## src/rtl/cu_pkg.sv

```systemverilog
// Shared types and encodings for the multi-cycle LEGv8 control unit:
// FSM states, instruction classes, opcode match prefixes and control bundle.
package cu_pkg;

   typedef enum logic [2:0] {FETCH, DECODE, EXEC, MEM, WB, TRAP} state_t;

   typedef enum logic [3:0] {
      C_NOP, C_ADD, C_SUB, C_AND, C_ORR, C_LDUR, C_STUR,
      C_ADDI, C_SUBI, C_ANDI, C_ORRI, C_CBZ, C_CBNZ, C_B
   } cls_t;

   localparam logic [10:0] OP_ADD  = 11'b10001011000;
   localparam logic [10:0] OP_SUB  = 11'b11001011000;
   localparam logic [10:0] OP_AND  = 11'b10001010000;
   localparam logic [10:0] OP_ORR  = 11'b10101010000;
   localparam logic [10:0] OP_LDUR = 11'b11111000010;
   localparam logic [10:0] OP_STUR = 11'b11111000000;
   localparam logic [9:0]  OP_ADDI = 10'b1001000100;
   localparam logic [9:0]  OP_SUBI = 10'b1101000100;
   localparam logic [9:0]  OP_ANDI = 10'b1001001000;
   localparam logic [9:0]  OP_ORRI = 10'b1011001000;
   localparam logic [7:0]  OP_CBZ  = 8'b10110100;
   localparam logic [7:0]  OP_CBNZ = 8'b10110101;
   localparam logic [5:0]  OP_B    = 6'b000101;

   localparam logic [2:0] ALU_ADD  = 3'b000;
   localparam logic [2:0] ALU_SUB  = 3'b001;
   localparam logic [2:0] ALU_AND  = 3'b010;
   localparam logic [2:0] ALU_ORR  = 3'b011;
   localparam logic [2:0] ALU_PASS = 3'b100;

   localparam logic [1:0] SEU_ALU = 2'b00;
   localparam logic [1:0] SEU_D   = 2'b01;
   localparam logic [1:0] SEU_B   = 2'b10;
   localparam logic [1:0] SEU_CB  = 2'b11;

   typedef struct packed {
      logic       pcWr;
      logic       irWr;
      logic       reg2loc;
      logic [1:0] seu;
      logic       aluSrc;
      logic [2:0] aluOp;
      logic       memRd;
      logic       memWr;
      logic       memToReg;
      logic       regWr;
      logic       pcSrc;
      logic       trap;
   } ctrl_t;

   // ALU operand/function setup for a class; MEM and WB re-use it to hold EXEC values.
   function automatic ctrl_t aluCtl(cls_t c);
      ctrl_t r;
      r = '0;
      case (c)
         C_SUB:  r.aluOp = ALU_SUB;
         C_AND:  r.aluOp = ALU_AND;
         C_ORR:  r.aluOp = ALU_ORR;
         C_ADDI: r.aluSrc = 1'b1;
         C_SUBI: begin r.aluSrc = 1'b1; r.aluOp = ALU_SUB; end
         C_ANDI: begin r.aluSrc = 1'b1; r.aluOp = ALU_AND; end
         C_ORRI: begin r.aluSrc = 1'b1; r.aluOp = ALU_ORR; end
         C_LDUR, C_STUR: begin r.aluSrc = 1'b1; r.seu = SEU_D; end
         default: ;
      endcase
      return r;
   endfunction

endpackage

```

## src/rtl/cu_decode.sv

```systemverilog
// Combinational opcode-to-class priority decoder: full 11-bit matches first,
// then the I-type, CB-type and B-type prefixes.
module cu_decode
   import cu_pkg::*;
#(
   parameter int OPCODE_W = 11
) (
   input  logic [OPCODE_W-1:0] opcode,
   output cls_t                cls
);

   logic [10:0] op;
   assign op = opcode[OPCODE_W-1 -: 11];

   always_comb begin
      cls = C_NOP;
      if      (op == OP_ADD)       cls = C_ADD;
      else if (op == OP_SUB)       cls = C_SUB;
      else if (op == OP_AND)       cls = C_AND;
      else if (op == OP_ORR)       cls = C_ORR;
      else if (op == OP_LDUR)      cls = C_LDUR;
      else if (op == OP_STUR)      cls = C_STUR;
      else if (op[10:1] == OP_ADDI) cls = C_ADDI;
      else if (op[10:1] == OP_SUBI) cls = C_SUBI;
      else if (op[10:1] == OP_ANDI) cls = C_ANDI;
      else if (op[10:1] == OP_ORRI) cls = C_ORRI;
      else if (op[10:3] == OP_CBZ)  cls = C_CBZ;
      else if (op[10:3] == OP_CBNZ) cls = C_CBNZ;
      else if (op[10:5] == OP_B)    cls = C_B;
   end

endmodule

```

## src/rtl/multicycle_cu.sv

```systemverilog
// Multi-cycle LEGv8 control unit (FETCH/DECODE/EXEC/MEM/WB) with memory wait handshake.
// Define ILLEGAL_TRAP_EN to send unknown opcodes to a sticky TRAP state.
module multicycle_cu
   import cu_pkg::*;
#(
   parameter int OPCODE_W = 11,
   parameter int ALUOP_W  = 3,
   parameter int SEU_W    = 2
) (
   input  logic                clk,
   input  logic                rst,
   input  logic [OPCODE_W-1:0] opcode,
   input  logic                zero,
   input  logic                mem_ready,
   output logic                pc_wr,
   output logic                ir_wr,
   output logic                reg2loc,
   output logic [SEU_W-1:0]    seu,
   output logic                alu_src,
   output logic [ALUOP_W-1:0]  alu_op,
   output logic                mem_rd,
   output logic                mem_wr,
   output logic                mem_to_reg,
   output logic                reg_wr,
   output logic                pc_src,
   output logic                trap
);

   state_t state, stateNxt;
   cls_t   cls, decCls;
   ctrl_t  o;
   logic   taken;

   cu_decode #(.OPCODE_W(OPCODE_W)) uDecode (
      .opcode (opcode),
      .cls    (decCls)
   );

   always_ff @(posedge clk or posedge rst) begin
      if (rst) begin
         state <= FETCH;
         cls   <= C_NOP;
      end else begin
         state <= stateNxt;
         if (state == DECODE) cls <= decCls;
      end
   end

   always_comb begin
      stateNxt = state;
      o        = '0;
      taken    = (cls == C_CBZ) ? zero : !zero;
      case (state)
         FETCH: begin
            o.memRd = 1'b1;
            if (mem_ready) begin
               o.irWr   = 1'b1;
               o.pcWr   = 1'b1;
               stateNxt = DECODE;
            end
         end
         DECODE: begin
            o.reg2loc = (decCls inside {C_STUR, C_CBZ, C_CBNZ});
            if (decCls == C_NOP)
`ifdef ILLEGAL_TRAP_EN
               stateNxt = TRAP;
`else
               stateNxt = FETCH;
`endif
            else
               stateNxt = EXEC;
         end
         EXEC: begin
            stateNxt = FETCH;
            case (cls)
               C_B: begin
                  o.seu  = SEU_B;
                  o.pcSrc = 1'b1;
                  o.pcWr  = 1'b1;
               end
               C_CBZ, C_CBNZ: begin
                  o.reg2loc = 1'b1;
                  o.seu     = SEU_CB;
                  o.aluOp   = ALU_PASS;
                  o.pcSrc   = taken;
                  o.pcWr    = taken;
               end
               C_LDUR, C_STUR: begin
                  o         = aluCtl(cls);
                  o.reg2loc = (cls == C_STUR);
                  stateNxt  = MEM;
               end
               C_NOP: ;
               default: begin
                  o        = aluCtl(cls);
                  stateNxt = WB;
               end
            endcase
         end
         MEM: begin
            // Address stays on the ALU for the whole access, including wait cycles.
            o = aluCtl(cls);
            if (cls == C_LDUR) o.memRd = 1'b1;
            else begin
               o.memWr   = 1'b1;
               o.reg2loc = 1'b1;
            end
            if (mem_ready) stateNxt = (cls == C_LDUR) ? WB : FETCH;
         end
         WB: begin
            o          = aluCtl(cls);
            o.regWr    = 1'b1;
            o.memToReg = (cls == C_LDUR);
            stateNxt   = FETCH;
         end
         TRAP: begin
`ifdef ILLEGAL_TRAP_EN
            o.trap = 1'b1;
`else
            stateNxt = FETCH;
`endif
         end
         default: stateNxt = FETCH;
      endcase
      if (rst) o = '0;
   end

   assign pc_wr      = o.pcWr;
   assign ir_wr      = o.irWr;
   assign reg2loc    = o.reg2loc;
   assign seu        = SEU_W'(o.seu);
   assign alu_src    = o.aluSrc;
   assign alu_op     = ALUOP_W'(o.aluOp);
   assign mem_rd     = o.memRd;
   assign mem_wr     = o.memWr;
   assign mem_to_reg = o.memToReg;
   assign reg_wr     = o.regWr;
   assign pc_src     = o.pcSrc;
   assign trap       = o.trap;

endmodule

```

## config.mk

```make
export PLATFORM = sky130hd
export DESIGN_NAME = multicycle_cu
export DESIGN_NICKNAME = d
export VERILOG_FILES = /design/src/rtl/cu_pkg.sv /design/src/rtl/cu_decode.sv /design/src/rtl/multicycle_cu.sv
export SDC_FILE = /design/constraint.sdc
export NUM_CORES = 1
export LEC_CHECK = 0
export ABC_CLOCK_PERIOD_IN_PS = 3690
export CAP_MARGIN = 40
export CORE_ASPECT_RATIO = 0.8
export CORE_MARGIN = 10
export CORE_UTILIZATION = 49
export CTS_BUF_LIST = sky130_fd_sc_hd__clkbuf_8
export DETAILED_ROUTE_END_ITERATION = 7
export HOLD_SLACK_MARGIN = 0.1
export PLACE_DENSITY_LB_ADDON = 0.05
export SLEW_MARGIN = 25
export SYNTH_ARGS = -nofsm -noshare
export SYNTH_HDL_FRONTEND = slang
export SYNTH_SLANG_ARGS = --single-unit
```

## constraint.sdc

```tcl
create_clock -name clk -period 3.69 [get_ports clk]
set_clock_uncertainty 0.2 [all_clocks]
set_input_delay 0.738 -clock clk [delete_from_list [all_inputs] [get_ports clk]]
set_output_delay 0.738 -clock clk [all_outputs]
set_load 0.01 [all_outputs]
```

# Word-level counts from Yosys, hierarchy flattened

Cells that the tools add are included.

Register bits after elaboration: 7
Input port bits: 15
Output and inout bits: 15

Multiplexer cells: 38
Equal/unequal tests: 34
Reductions and logical operators: 16

Operators by type and width:

| operator                                       | count |
|---|---|
| == test 11 bit (second input constant)         | 6 |
| two-way mux 4 bit                              | 13 |
| == test 10 bit (second input constant)         | 4 |
| == test 4 bit (second input constant)          | 8 |
| == test 4 x 3 -> 1 bit (second input constant) | 5 |
| == test 8 bit (second input constant)          | 2 |
| two-way mux 15 bit                             | 1 |
| case mux 5 bit (3 select lines)                | 1 |
| OR reduction 2 bit                             | 7 |
| case mux 2 bit (3 select lines)                | 2 |
| case mux 3 bit (2 select lines)                | 2 |
| case mux 3 bit (4 select lines)                | 1 |
| case mux 6 bit (2 select lines)                | 1 |
| two-way mux 3 bit                              | 3 |
| == test 4 x 2 -> 1 bit (second input constant) | 2 |
| zero test 4 bit                                | 2 |
| case mux 1 bit (2 select lines)                | 4 |
| OR reduction 4 bit                             | 2 |
| == test 3 x 2 -> 1 bit (second input constant) | 2 |
| == test 6 x 3 -> 1 bit (second input constant) | 1 |
| two-way mux 1 bit                              | 6 |
| OR reduction 6 bit                             | 1 |
| two-way mux 2 bit                              | 2 |
| inequality test 2 bit (second input constant)  | 2 |
| other kinds (8)                                | 8 |

# Logic depth before layout (Yosys ltp)

Depth in word-level cells: 18
Gate-level depth with buffers: 7
Gate-level depth less buffers: 6

# Modules after synthesis

From an unflattened synthesis, not the netlist that was laid out.

Cells, all modules: 130
Area total of the unflattened synthesis: 1,013.5 µm²

By module, submodules not included:

| module        | instances | seq. area each (µm²) | cells an instance | area each (µm²) |
|---|---|---|---|---|
| multicycle_cu | 1         | 175.2                | 89                | 724.4 |
| cu_decode     | 1         | 0.0                  | 41                | 289.0 |

# Worst setup path before layout

No wires, ideal clock.

Path type: input port to output port
Start point: in opcode[8]
End point: out reg2loc
Buffers on the path: 0
Arrival time: 2.491 ns
Stages: 6
Slack: 0.261 ns
Path through: or4_4 nor4_4 nor4_1 a31o_1 or4b_1 o21ai_1

Word-level cells in the longest chain between the ends: 18
Elaborated cells on any way between the ends: 32

RTL lines:

| item                                                           | line                 | RTL |
|---|---|---|
| start, declared                                                | multicycle_cu.sv:12  | `input logic [OPCODE_W-1:0] opcode,` |
| == test 6 x 3 -> 1 bit                                         | cu_decode.sv:29      | `else if (op[10:5] == OP_B) cls = C_B;` |
| two-way mux 4 bit                                              | cu_decode.sv:29      |  |
| two-way mux 4 bit                                              | cu_decode.sv:28      | `else if (op[10:3] == OP_CBNZ) cls = C_CBNZ;` |
| two-way mux 4 bit                                              | cu_decode.sv:27      | `else if (op[10:3] == OP_CBZ) cls = C_CBZ;` |
| two-way mux 4 bit                                              | cu_decode.sv:26      | `else if (op[10:1] == OP_ORRI) cls = C_ORRI;` |
| two-way mux 4 bit                                              | cu_decode.sv:25      | `else if (op[10:1] == OP_ANDI) cls = C_ANDI;` |
| two-way mux 4 bit                                              | cu_decode.sv:24      | `else if (op[10:1] == OP_SUBI) cls = C_SUBI;` |
| two-way mux 4 bit                                              | cu_decode.sv:23      | `else if (op[10:1] == OP_ADDI) cls = C_ADDI;` |
| [2 not listed]                                                 | --                   |  |
| two-way mux 4 bit                                              | cu_decode.sv:20      | `else if (op == OP_ORR) cls = C_ORR;` |
| two-way mux 4 bit                                              | cu_decode.sv:19      | `else if (op == OP_AND) cls = C_AND;` |
| two-way mux 4 bit                                              | cu_decode.sv:18      | `else if (op == OP_SUB) cls = C_SUB;` |
| two-way mux 4 bit *                                            | cu_decode.sv:17      | `if (op == OP_ADD) cls = C_ADD;` |
| == test 4 x 3 -> 1 bit / == test 4 bit (equally long branches) | multicycle_cu.sv:63  | `o.reg2loc = (decCls inside {C_STUR, C_CBZ, C_CBNZ});` |
| nonzero test 3 bit *                                           | multicycle_cu.sv:63  |  |
| case mux 1 bit (3 select lines) *                              | multicycle_cu.sv:53  | `case (state)` |
| two-way mux 15 bit *                                           | multicycle_cu.sv:125 | `if (rst) o = '0;` |
| end, declared                                                  | multicycle_cu.sv:17  | `output logic reg2loc,` |

Every way passes the cells marked *; elsewhere a longest branch is shown, timed or not.

# Worst setup path after layout

Start point: in opcode[0]
End point: out reg2loc

Word-level cells in the longest chain between the ends: 11
Elaborated cells on any way between the ends: 18

RTL lines:

| item                                                           | line                 | RTL |
|---|---|---|
| == test 11 bit                                                 | cu_decode.sv:22      | `else if (op == OP_STUR) cls = C_STUR;` |
| two-way mux 4 bit                                              | cu_decode.sv:22      |  |
| two-way mux 4 bit                                              | cu_decode.sv:21      | `else if (op == OP_LDUR) cls = C_LDUR;` |
| two-way mux 4 bit                                              | cu_decode.sv:20      |  |
| two-way mux 4 bit                                              | cu_decode.sv:19      |  |
| two-way mux 4 bit                                              | cu_decode.sv:18      |  |
| two-way mux 4 bit *                                            | cu_decode.sv:17      |  |
| == test 4 x 3 -> 1 bit / == test 4 bit (equally long branches) | multicycle_cu.sv:63  |  |
| nonzero test 3 bit *                                           | multicycle_cu.sv:63  |  |
| case mux 1 bit (3 select lines) *                              | multicycle_cu.sv:53  |  |
| two-way mux 15 bit *                                           | multicycle_cu.sv:125 |  |

Marks and branches as above.

==> metrics.txt <==
# TYPE chip_impl_metric gauge
chip_impl_metric{name="core.rowCount",unit=""} 14
chip_impl_metric{name="place_area",unit="um2"} 1603
chip_impl_metric{name="synthArstFlopShare",unit="%"} 100.0
chip_impl_metric{name="io_pins",unit=""} 30
chip_impl_metric{name="syn-cell-area",unit="um2"} 1060
chip_impl_metric{name="arrival",unit="ns"} 2.78
chip_impl_metric{name="max_clock_freq",unit="MHz"} 268.9
chip_impl_info{name="highest_layer",value="met4"} 1
chip_impl_info{name="min_delay_worst_type",value="flip-flop to flip-flop"} 1
chip_impl_metric{name="fp.dieW",unit="um"} 72.00
chip_impl_metric{name="postLayoutSetupSlackWorst",unit="ns"} -0.02931
chip_impl_metric{name="hold_buffers",unit=""} 0
chip_impl_info{name="rr_startpoint",value="cls[3]"} 1
chip_impl_info{name="end_kind",value="primary output"} 1
chip_impl_metric{name="synth_cells",unit=""} 153
chip_impl_info{name="worstPathCellList",value="dlygate4sd2_1 > buf_4 > nor4b_2 > and4_1 > nor4_2 > a31o_1 > or4b_1 > o21ai_1 > buf_2"} 1
chip_impl_metric{name="worst-path-max-fanout",unit=""} 3
chip_impl_info{name="path_class",value="primary input to primary output"} 1
chip_impl_metric{name="slew_violations",unit=""} 0
chip_impl_metric{name="cap_violations",unit=""} 0
chip_impl_metric{name="timing_hold_violations_final",unit=""} 0
chip_impl_metric{name="worst_ir_drop_on_vdd",unit="mV"} 0.3184
chip_impl_metric{name="h_tree_depth",unit=""} 1
chip_impl_metric{name="fin_util",unit="%"} 90.37
chip_impl_info{name="tritoncts",value="built"} 1
chip_impl_metric{name="port_buffers",unit=""} 28
chip_impl_info{name="hp-start",value="state[2]"} 1
chip_impl_metric{name="start_util",unit="%"} 54.02
chip_impl_metric{name="die_y",unit="um"} 61.60
chip_impl_metric{name="power.switching",unit="mW"} 0.1707
chip_impl_metric{name="finalInstanceArea",unit="um2"} 1773
chip_impl_metric{name="vias_post_dr",unit=""} 1579
chip_impl_metric{name="wirelength",unit="um"} 4906
chip_impl_metric{name="p_per_area",unit="nW/um2"} 236.4
chip_impl_metric{name="proportion_of_synthesized_chip_area_in_sequential_cells",unit="%"} 16.53
chip_impl_metric{name="met3WireLength",unit="um"} 546
chip_impl_metric{name="grt_pass1_vias",unit=""} 1496
chip_impl_metric{name="track_usage",unit="%"} 21.51
chip_impl_info{name="worstReg2RegEnd",value="state[0]"} 1
chip_impl_metric{name="tightestPinTransition",unit="ns"} 0.6193
chip_impl_metric{name="numClockSinks",unit=""} 7
chip_impl_metric{name="endpoints_failing_setup",unit=""} 1
chip_impl_metric{name="yosysWarnings",unit=""} 0
chip_impl_metric{name="num-nets-final",unit=""} 233
chip_impl_info{name="layout_common_cells",value="buf_4, nor2_1, nand2_1"} 1
chip_impl_metric{name="core",unit="um2"} 1962
chip_impl_metric{name="r2r_setup_slack",unit="ns"} 1.75
chip_impl_metric{name="die_area",unit="um2"} 4435
chip_impl_metric{name="avgSynthCellArea",unit="um2"} 6.927
chip_impl_metric{name="timing.hold.worst_path_depth",unit=""} 1
chip_impl_metric{name="route.antenna.remaining_nets",unit=""} 0
chip_impl_metric{name="sequentialPowerShare",unit="%"} 27.4
chip_impl_metric{name="post_route_cells_drive_above_1_share",unit="%"} 32.26
chip_impl_metric{name="fin_crit_period",unit="ns"} 3.719
chip_impl_metric{name="global_route_overflow",unit=""} 0
chip_impl_metric{name="rr_worst_depth",unit=""} 5
chip_impl_metric{name="setup-tns-final",unit="ns"} -0.02931
chip_impl_metric{name="slowest_delay",unit="ns"} 0.50
chip_impl_metric{name="p_int",unit="mW"} 0.2485
chip_impl_metric{name="synth_edf_count",unit=""} 0
chip_impl_metric{name="via_per_inst",unit=""} 6.552
chip_impl_metric{name="wl_on_met1",unit="um"} 1995
chip_impl_metric{name="route.detailed.drc",unit=""} 0
chip_impl_metric{name="cellLeakagePower",unit="nW"} 0.7879
chip_impl_metric{name="initial_antenna_violation_count",unit=""} 0
chip_impl_info{name="critical_path.slowest_cell",value="or4b_1"} 1
chip_impl_metric{name="dr.first_iter.drc_count",unit=""} 170
chip_impl_metric{name="routed_wire_length_per_instance",unit="um"} 20.36
chip_impl_metric{name="grt_first_pass_wirelength",unit="um"} 7665
chip_impl_metric{name="synth_cell_type_count",unit=""} 53
chip_impl_metric{name="clk_path_buf_depth",unit=""} 2
chip_impl_metric{name="syn2layout_area_growth",unit="%"} 67.30
chip_impl_metric{name="gpl.final_weighted_congestion",unit=""} 1.019
chip_impl_info{name="rsz0062_at_grt",value="true"} 1
chip_impl_metric{name="dr_wl_met2",unit="um"} 2173
chip_impl_metric{name="dr.pass1.iters",unit=""} 5
chip_impl_metric{name="worstSkewPairLatency",unit="ns"} 0.23
chip_impl_metric{name="clk_pin_slew",unit="ns"} 0.04
chip_impl_info{name="cts_root_buffer",value="clkbuf_8"} 1
chip_impl_metric{name="min_period_over_period",unit="%"} 100.8
chip_impl_metric{name="register_bit_count_reported_by_yosys",unit=""} 7
chip_impl_metric{name="sw_frac_of_total",unit="%"} 40.72
chip_impl_metric{name="timing.critical_path.required",unit="ns"} 2.75
chip_impl_metric{name="numCtsBuffers",unit=""} 3
chip_impl_info{name="timing.critical_path.from_type",value="primary input"} 1
chip_impl_metric{name="grt_max_degree",unit=""} 15
chip_impl_metric{name="dpl.hpwl",unit="um"} 3248
chip_impl_info{name="hold_path_end",value="state[2]"} 1
chip_impl_info{name="run_status",value="finished with violations"} 1
chip_impl_info{name="synthFlopType",value="dfrtp_1"} 1
chip_impl_metric{name="number_of_antenna_repair_diodes",unit=""} 0
chip_impl_metric{name="power.combinational.fraction",unit="%"} 47.0
chip_impl_info{name="layout.cells.most_common",value="buf_4"} 1
chip_impl_metric{name="slew_headroom",unit="%"} 58.33
chip_impl_metric{name="postSynthNetCount",unit=""} 168
chip_impl_info{name="failed_checks",value="setup timing"} 1
chip_impl_metric{name="clock_power_share",unit="%"} 25.7
[through the flow]
| stage | setup WS, ns | power [mW] | hold slack (ns) | std cells |
|---|---|---|---|---|
| after floorplan | 0.2610 | 0.2114 | 0.2971 | 153 |
| after global placement | -0.7595 | 0.2807 | 0.3441 | 233 |
| after detailed placement | -0.8588 | 0.2915 | 0.3557 | 233 |
| after CTS | 0.006932 | 0.4068 | 0.3559 | 240 |
| after global routing | -0.06329 | 0.4424 | 0.3849 | 241 |
| final | -0.02931 | 0.4191 | 0.3730 | 241 |
[cells in the mapped netlist, types with 2 or more instances]
library cell | count | area share (%)
nand3b_1 | 3 | 2.1
xor2_1 | 2 | 1.7
nor4_1 | 2 | 1.2
nand3_1 | 2 | 0.94
nor4b_1 | 3 | 2.5
or2_2 | 3 | 1.8
a31oi_1 | 2 | 1.2
mux2i_1 | 3 | 2.8
or2b_1 | 2 | 1.4
a221oi_1 | 2 | 1.7
clkbuf_1 | 6 | 2.1
o22ai_1 | 4 | 2.4
nor3b_1 | 2 | 1.4
and2b_1 | 2 | 1.4
nor2_1 | 21 | 7.4
or4b_1 | 2 | 1.9
and2_1 | 3 | 1.8
a21o_1 | 4 | 2.8
a21oi_1 | 14 | 6.6
nor3_1 | 6 | 2.8
dfrtp_1 | 7 | 17
a211oi_1 | 3 | 2.1
inv_1 | 7 | 2.5
nand2_1 | 17 | 6.0
nand2b_1 | 3 | 1.8
[timing repair]
item | 4_1_cts | 5_1_grt
resized for setup | 53 | 4
endpoints found under the setup margin | 1 | 1
pin swaps | 8 | 3
setup buffers | 3 | 1
[registers in the layout, indices dropped and copies added, names as in the netlist]
signal / count
state: 3
cls: 4
[logic make-up after synthesis]
logic type      synth area share [%]
buf+inv                        5.313
simple gates                   46.87
compound gates                 25.62
xor+xnor                       2.480
mux                            2.834
flops                          16.53
other cells                   0.3539
[critical path: cells and delay by family]
kind                   cells  cell delay [ns]
AOI/OAI and AO/OA          2             0.32
buffers and inverters      3             0.58
and+or+nand+nor            4             1.15
[how the worst max path moves through the flow]
stage / from / end / cells after the start
5_1_grt: opcode[2] / reg2loc / 8
6_report: opcode[0] / reg2loc / 9
2_1_floorplan: opcode[8] / reg2loc / 6
3_3_place_gp: opcode[8] / reg2loc / 8
4_1_cts: opcode[2] / reg2loc / 8
3_5_place_dp: opcode[8] / reg2loc / 9
[power groups by stage]
stage / combinational (mW) / sequential [mW] / clock, mW
2_1_floorplan: 0.119 / 0.0924 / 0
3_3_place_gp: 0.170 / 0.111 / 0
3_5_place_dp: 0.178 / 0.114 / 0
4_1_cts: 0.187 / 0.113 / 0.107
5_1_grt: 0.215 / 0.116 / 0.112
6_report: 0.197 / 0.115 / 0.108
[final cells by class]
| cell class | count | area (um2) |
|---|---|---|
| repair buffers | 67 | 551.8 |
| clock buffers | 3 | 41.29 |
| inverters | 7 | 26.28 |
| multi-input cells | 132 | 944.7 |
| well taps | 24 | 30.03 |
| flip-flops and latches | 7 | 175.2 |
| clock inverters | 1 | 3.754 |
| fillers | 96 | 188.9 |
[routing by layer]
metal,GRT usage [%],up-vias
li1,-,693
met1,26.81,726
met2,35.30,130
met3,6.913,30
met4,5.510,0
met5,0,-
Note: power is estimated with default switching activity, not from simulation.
